--- src/rtl/qbert_pkg.sv ---
// qbert_pkg: shared types and constants for the Q*bert cube colour controller.
//   ctrl_state_t : controller FSM state encoding, exported to NIOS via ctrl_state
//   N_CUBE_DEF   : default number of cubes in the pyramid
//   CNT_W        : width of the coloured-cube counter (holds 0..28)
package qbert_pkg;

  localparam int N_CUBE_DEF = 28;
  localparam int CNT_W      = 5;

  typedef enum logic [2:0] {
    IDLE  = 3'd0,
    PLAY  = 3'd1,
    EVAL  = 3'd2,
    CHECK = 3'd3,
    WIN   = 3'd4,
    CLEAR = 3'd5
  } ctrl_state_t;

endpackage

--- src/rtl/cube_color_controller_onehot_check.sv ---
// onehot_check: combinational classifier for a landing-position vector.
//   vec       in  N  position vector to classify
//   is_onehot out 1  exactly one bit of vec is set
//   is_zero   out 1  no bit of vec is set
module onehot_check #(
  parameter int N = 28
) (
  input  logic [N-1:0] vec,
  output logic         is_onehot,
  output logic         is_zero
);

  // seen[i]  : some bit in vec[i:0] is set
  // multi[i] : at least two bits in vec[i:0] are set
  logic [N-1:0] seen;
  logic [N-1:0] multi;

  assign seen[0]  = vec[0];
  assign multi[0] = 1'b0;

  generate
    for (genvar gi = 1; gi < N; gi++) begin : g_scan
      assign seen[gi]  = seen[gi-1] | vec[gi];
      assign multi[gi] = multi[gi-1] | (seen[gi-1] & vec[gi]);
    end
  endgenerate

  assign is_zero   = ~seen[N-1];
  assign is_onehot = seen[N-1] & ~multi[N-1];

endmodule

--- src/rtl/cube_color_controller.sv ---
// cube_color_controller: sequences the per-cube top-colour map for one level.
// Turns Q*bert landings into the colour vector for the map renderer, counts
// coloured cubes, detects level completion, flashes the pyramid, then clears.
//   CLK_33      in   1       system clock
//   reset       in   1       asynchronous active-high reset
//   e_start_qb  in   1       start / restart level
//   e_pause_qb  in   1       pause (freezes landings and the WIN timer)
//   e_mode      in   1       0: landing colours cube, 1: landing toggles cube
//   done_move   in   1       one-cycle landing pulse
//   position_qb in   N_CUBE  one-hot landing cube, valid with done_move
//   color_state out  N_CUBE  bit i set: cube i shown in target colour
//   n_colored   out  CNT_W   number of set bits in color_state
//   level_win   out  1       one-cycle pulse on entry to WIN
//   flash       out  1       flash enable, toggling during WIN only
//   bad_pos     out  1       one-cycle pulse for a zero / multi-hot landing
//   ctrl_state  out  3       current FSM state
module cube_color_controller
  import qbert_pkg::*;
#(
  parameter int          N_CUBE     = N_CUBE_DEF,
  parameter int unsigned WIN_CYCLES = 33_000_000,
  parameter int unsigned FLASH_DIV  = 4_125_000
) (
  input  logic              CLK_33,
  input  logic              reset,
  input  logic              e_start_qb,
  input  logic              e_pause_qb,
  input  logic              e_mode,
  input  logic              done_move,
  input  logic [N_CUBE-1:0] position_qb,
  output logic [N_CUBE-1:0] color_state,
  output logic [CNT_W-1:0]  n_colored,
  output logic              level_win,
  output logic              flash,
  output logic              bad_pos,
  output logic [2:0]        ctrl_state
);

  ctrl_state_t       state, state_next;
  logic [N_CUBE-1:0] pos_q, pos_next;
  logic [N_CUBE-1:0] color_next;
  logic [CNT_W-1:0]  n_next;
  logic              level_win_next, flash_next, bad_pos_next;
  logic [31:0]       hold_cnt, hold_next;
  logic [31:0]       div_cnt, div_next;

  logic pos_onehot, pos_zero;
  logic hit;

  onehot_check #(.N(N_CUBE)) u_onehot_check (
    .vec       (pos_q),
    .is_onehot (pos_onehot),
    .is_zero   (pos_zero)
  );

  // Landed cube is already in the target colour.
  assign hit        = |(color_state & pos_q);
  assign ctrl_state = state;

  always_comb begin
    state_next     = state;
    pos_next       = pos_q;
    color_next     = color_state;
    n_next         = n_colored;
    level_win_next = 1'b0;
    bad_pos_next   = 1'b0;
    flash_next     = flash;
    hold_next      = hold_cnt;
    div_next       = div_cnt;

    case (state)
      IDLE: begin
        if (e_start_qb) begin
          color_next = '0;
          n_next     = '0;
          state_next = PLAY;
        end
      end

      PLAY: begin
        // Restart wins over a simultaneous landing.
        if (e_start_qb) begin
          color_next = '0;
          n_next     = '0;
        end else if (done_move && !e_pause_qb) begin
          pos_next   = position_qb;
          state_next = EVAL;
        end
      end

      EVAL: begin
        state_next = CHECK;
        if (pos_zero || !pos_onehot) begin
          bad_pos_next = 1'b1;
        end else if (!e_mode) begin
          if (!hit) begin
            color_next = color_state | pos_q;
            n_next     = n_colored + CNT_W'(1);
          end
        end else if (hit) begin
          color_next = color_state & ~pos_q;
          n_next     = n_colored - CNT_W'(1);
        end else begin
          color_next = color_state | pos_q;
          n_next     = n_colored + CNT_W'(1);
        end
      end

      CHECK: begin
        if (n_colored == CNT_W'(N_CUBE)) begin
          state_next     = WIN;
          level_win_next = 1'b1;
          // Flash starts lit and runs off fresh counters.
          flash_next     = 1'b1;
          hold_next      = '0;
          div_next       = '0;
        end else begin
          state_next = PLAY;
        end
      end

      WIN: begin
        if (!e_pause_qb) begin
          if (hold_cnt == 32'(WIN_CYCLES - 1)) begin
            // Drop flash on the way out so it is never lit outside WIN.
            state_next = CLEAR;
            flash_next = 1'b0;
            hold_next  = '0;
            div_next   = '0;
          end else begin
            hold_next = hold_cnt + 32'd1;
            if (div_cnt == 32'(FLASH_DIV - 1)) begin
              div_next   = '0;
              flash_next = ~flash;
            end else begin
              div_next = div_cnt + 32'd1;
            end
          end
        end
      end

      CLEAR: begin
        color_next = '0;
        n_next     = '0;
        flash_next = 1'b0;
        hold_next  = '0;
        div_next   = '0;
        state_next = IDLE;
      end

      default: state_next = IDLE;
    endcase
  end

  always_ff @(posedge CLK_33 or posedge reset) begin
    if (reset) begin
      state       <= IDLE;
      pos_q       <= '0;
      color_state <= '0;
      n_colored   <= '0;
      level_win   <= 1'b0;
      flash       <= 1'b0;
      bad_pos     <= 1'b0;
      hold_cnt    <= '0;
      div_cnt     <= '0;
    end else begin
      state       <= state_next;
      pos_q       <= pos_next;
      color_state <= color_next;
      n_colored   <= n_next;
      level_win   <= level_win_next;
      flash       <= flash_next;
      bad_pos     <= bad_pos_next;
      hold_cnt    <= hold_next;
      div_cnt     <= div_next;
    end
  end

endmodule

--- config.mk ---
export PLATFORM = sky130hd
export DESIGN_NAME = cube_color_controller
export DESIGN_NICKNAME = d
export VERILOG_FILES = /design/src/rtl/qbert_pkg.sv /design/src/rtl/cube_color_controller_onehot_check.sv /design/src/rtl/cube_color_controller.sv
export SDC_FILE = /design/constraint.sdc
export NUM_CORES = 1
export LEC_CHECK = 0
export ABC_CLOCK_PERIOD_IN_PS = 3800
export BUFFER_PORTS_ARGS = -buffer_cell sky130_fd_sc_hd__clkbuf_2
export CORE_UTILIZATION = 55
export CTS_BUF_LIST = sky130_fd_sc_hd__clkbuf_8
export DETAILED_ROUTE_END_ITERATION = 12
export HOLD_SLACK_MARGIN = 0.05
export PLACE_DENSITY = 0.91
export SYNTH_ARGS = -nofsm -noshare
export SYNTH_HDL_FRONTEND = slang
export SYNTH_SLANG_ARGS = --single-unit
--- constraint.sdc ---
create_clock -name CLK_33 -period 3.8 [get_ports CLK_33]
set_input_delay 0.38 -clock CLK_33 [delete_from_list [all_inputs] [get_ports CLK_33]]
set_output_delay 0.38 -clock CLK_33 [all_outputs]
set_load 0.03 [all_outputs]
==> metrics.cfg <==
[routing]
drcViolationCount=5
wl_met2_um=8126
wl_met1_um=6218
routed_wl_um=15950
via_per_inst=6.317
ant_nets=0
wl_met3_um=1120
top_layer=met4
drt-pass1-iter-count=9
vias=5565
drt_iter0_drc=422
routedWlPerCell_um=18.10

[yosys]
ys_warn_count=0
ys_async_sr_fraction=1.000
synth_edf_count=0
synth-seq-area-share=0.5011
synth_seq_cells=131
netlist_instances=648
ys_types=50
synth_ff_type=dfrtp_1
syn-num-nets=686
synth.avg_cell_area_um2=10.09
syn_area_um2=6541

[clock_network]
cts-buffers-inserted=17
htreeDepth=4
insertion_delay_ns=0.44
postCtsResizedCells=0
cts.sinks=131
post-cts-setup-buffers=0
cts_tree=built
postCtsHoldBufs=1
cts_buffer_depth=2
clockRootBuffer=clkbuf_8
path_clk_slew_ns=0.07

[sta]
whs_ns=0.1658
hold_viol=0
fin_crit_ns=3.249
fmax_mhz=307.8
rsz0062_at_grt=false
slew_headroom=0.3737
clock_skew_ns=0.01006
finalCritPeriodShare=0.8550
layout_setup_ws_ns=0.5512
setup_violations=0
setup_tns_ns=0
drv_slew=0
worst_slew_pin_slew_ns=0.9394

[layout]
finalNetCount=763
layout_common_cells=dfrtp_1, nor2_1, clkbuf_2
layout_commonest_cell=dfrtp_1
diodes=0
fin_util=0.6529
final_cells=881
area_delta_synth_final_pct=14.94
final_layout_size_suffix_gt1_frac=0.2033

[placed_design]
dp_hpwl_um=11110
dp.cells=848
numPortBuffers=72
place_congestion=0.9592
post-place-ws_ns=0.6324

[outcome]
failed_checks=DRC
status=finished with violations

[die]
coreArea_um2=11520
fp.dieArea_um2=12330
ios=73
die_x_um=111.1
num_rows=39
die_height_um=111.1
initial_core_util=0.5680

[worst_setup_path]
cp_max_fo=28
end_kind=register
cp.required_ns=4.17
criticalPathCategory=reg -> reg
startpoint_type=register
arrival_ns=3.62

[pwr]
leakage_nw=3.380
power.density_nw_per_um2=431.6
peakVddDrop_uv=349.8

[global_routing]
grt_overflow=0
grt_pass1_vias=5525
grt_pass1_wl_um=26740
antenna_found_initial=0
track_usage=0.2745
grt_max_degree=102

[worst_hold_path]
hold_path_class=in -> reg

[job]
cap_viol_max_count=0

## cells by family after synthesis
logic type,Yosys count,synth area share
and+or+nand+nor,292,0.2223
adders and majority gates,7,0.01224
buffers and inverters,36,0.02773
DFF,131,0.5011
muxes,32,0.05432
xor gates and xnor gates,49,0.06561
AOI/OAI and AO/OA,101,0.1167
## through the flow
stage | power (W) | instance area [um2]
floorplan | 0.001782 | 6545
global placement | 0.001885 | 7047
finish | 0.003245 | 7518
global route | 0.003353 | 7518
detailed placement | 0.001908 | 7047
CTS | 0.003253 | 7518
## cells in the mapped netlist (2+ instances only)
master	number	area share
inv_1	7	0.0040
dfrtp_1	131	0.50
o211ai_1	3	0.0034
clkbuf_1	21	0.012
o31ai_1	7	0.0080
a21oi_1	12	0.0092
a221oi_1	7	0.0094
or3b_1	2	0.0027
o21ai_0	25	0.019
nand2_1	71	0.041
nand3_1	28	0.021
nor3b_1	3	0.0034
or2_2	4	0.0038
and2_1	3	0.0029
nor2_1	74	0.042
xor2_1	37	0.050
nor4_1	14	0.013
buf_6	6	0.010
a32o_1	28	0.043
maj3_1	3	0.0046
a2111oi_0	2	0.0027
nand2b_1	7	0.0067
ha_1	4	0.0077
mux2i_1	4	0.0061
mux2_2	28	0.048
a22o_1	7	0.0094
nand4_1	25	0.024
or3_1	9	0.0086
and3_1	17	0.016
and4_1	5	0.0067
a31oi_1	2	0.0019
nor3_1	15	0.011
or4_1	6	0.0069
xnor2_1	12	0.016
nor2b_1	4	0.0038
## per-layer routing
layer | GRT usage | up-vias
met5 | 0 | -
met4 | 0.1279 | 0
met3 | 0.06889 | 44
met2 | 0.4600 | 263
met1 | 0.3338 | 2735
li1 | - | 2523
## where the power goes
group | internal [W] | switching, W
registers | 0.00147 | 0.000146
clock network | 0.000824 | 0.000532
logic | 0.000133 | 0.000141
## worst max-delay path, stage by stage, from the launching register on
cell and delay [ns]:
dfrtp_1 0.49, nor3_1 0.39, nand4_1 0.26, or4_1 0.56
or3b_1 0.39, a31oi_1 0.20, and3b_1 0.22, and3_1 0.16
buf_4 0.32, a32o_1 0.19
## path summary, 6_finish.rpt
| check | startpoint | end | slack [ns] | cells past startpoint |
|---|---|---|---|---|
| setup / recovery | pos_q[13] | color_state[23] | 0.55 | 9 |
| hold / removal | position_qb[7] | pos_q[7] | 0.17 | 2 |
| setup reg to reg | pos_q[13] | color_state[23] | 0.55 | 9 |
| hold reg to reg | hold_cnt[4] | hold_cnt[4] | 0.50 | 1 |
| max in group asynchronous | reset | hold_cnt[10] | 2.30 | 4 |
| min in group asynchronous | reset | color_state[24] | 0.57 | 3 |
## area by class of cell
type,instances,area (um2)
Sequential cell,131,3278
Multi-Input combinational cell,481,3082
Clock buffer,20,275.3
Tap cell,143,178.9
Inverter,7,30.03
Clock inverter,12,186.4
Fill cell,857,3998
Timing Repair Buffer,87,488.0
## state kept, by name, summed over array words and instances (netlist names)
name and cells:
div_cnt 32, hold_cnt 32, color_state 28, pos_q 28, n_colored 5, ctrl_state 3
bad_pos 1, flash 1, level_win 1
No activity file was read; power rests on OpenSTA's default activity.
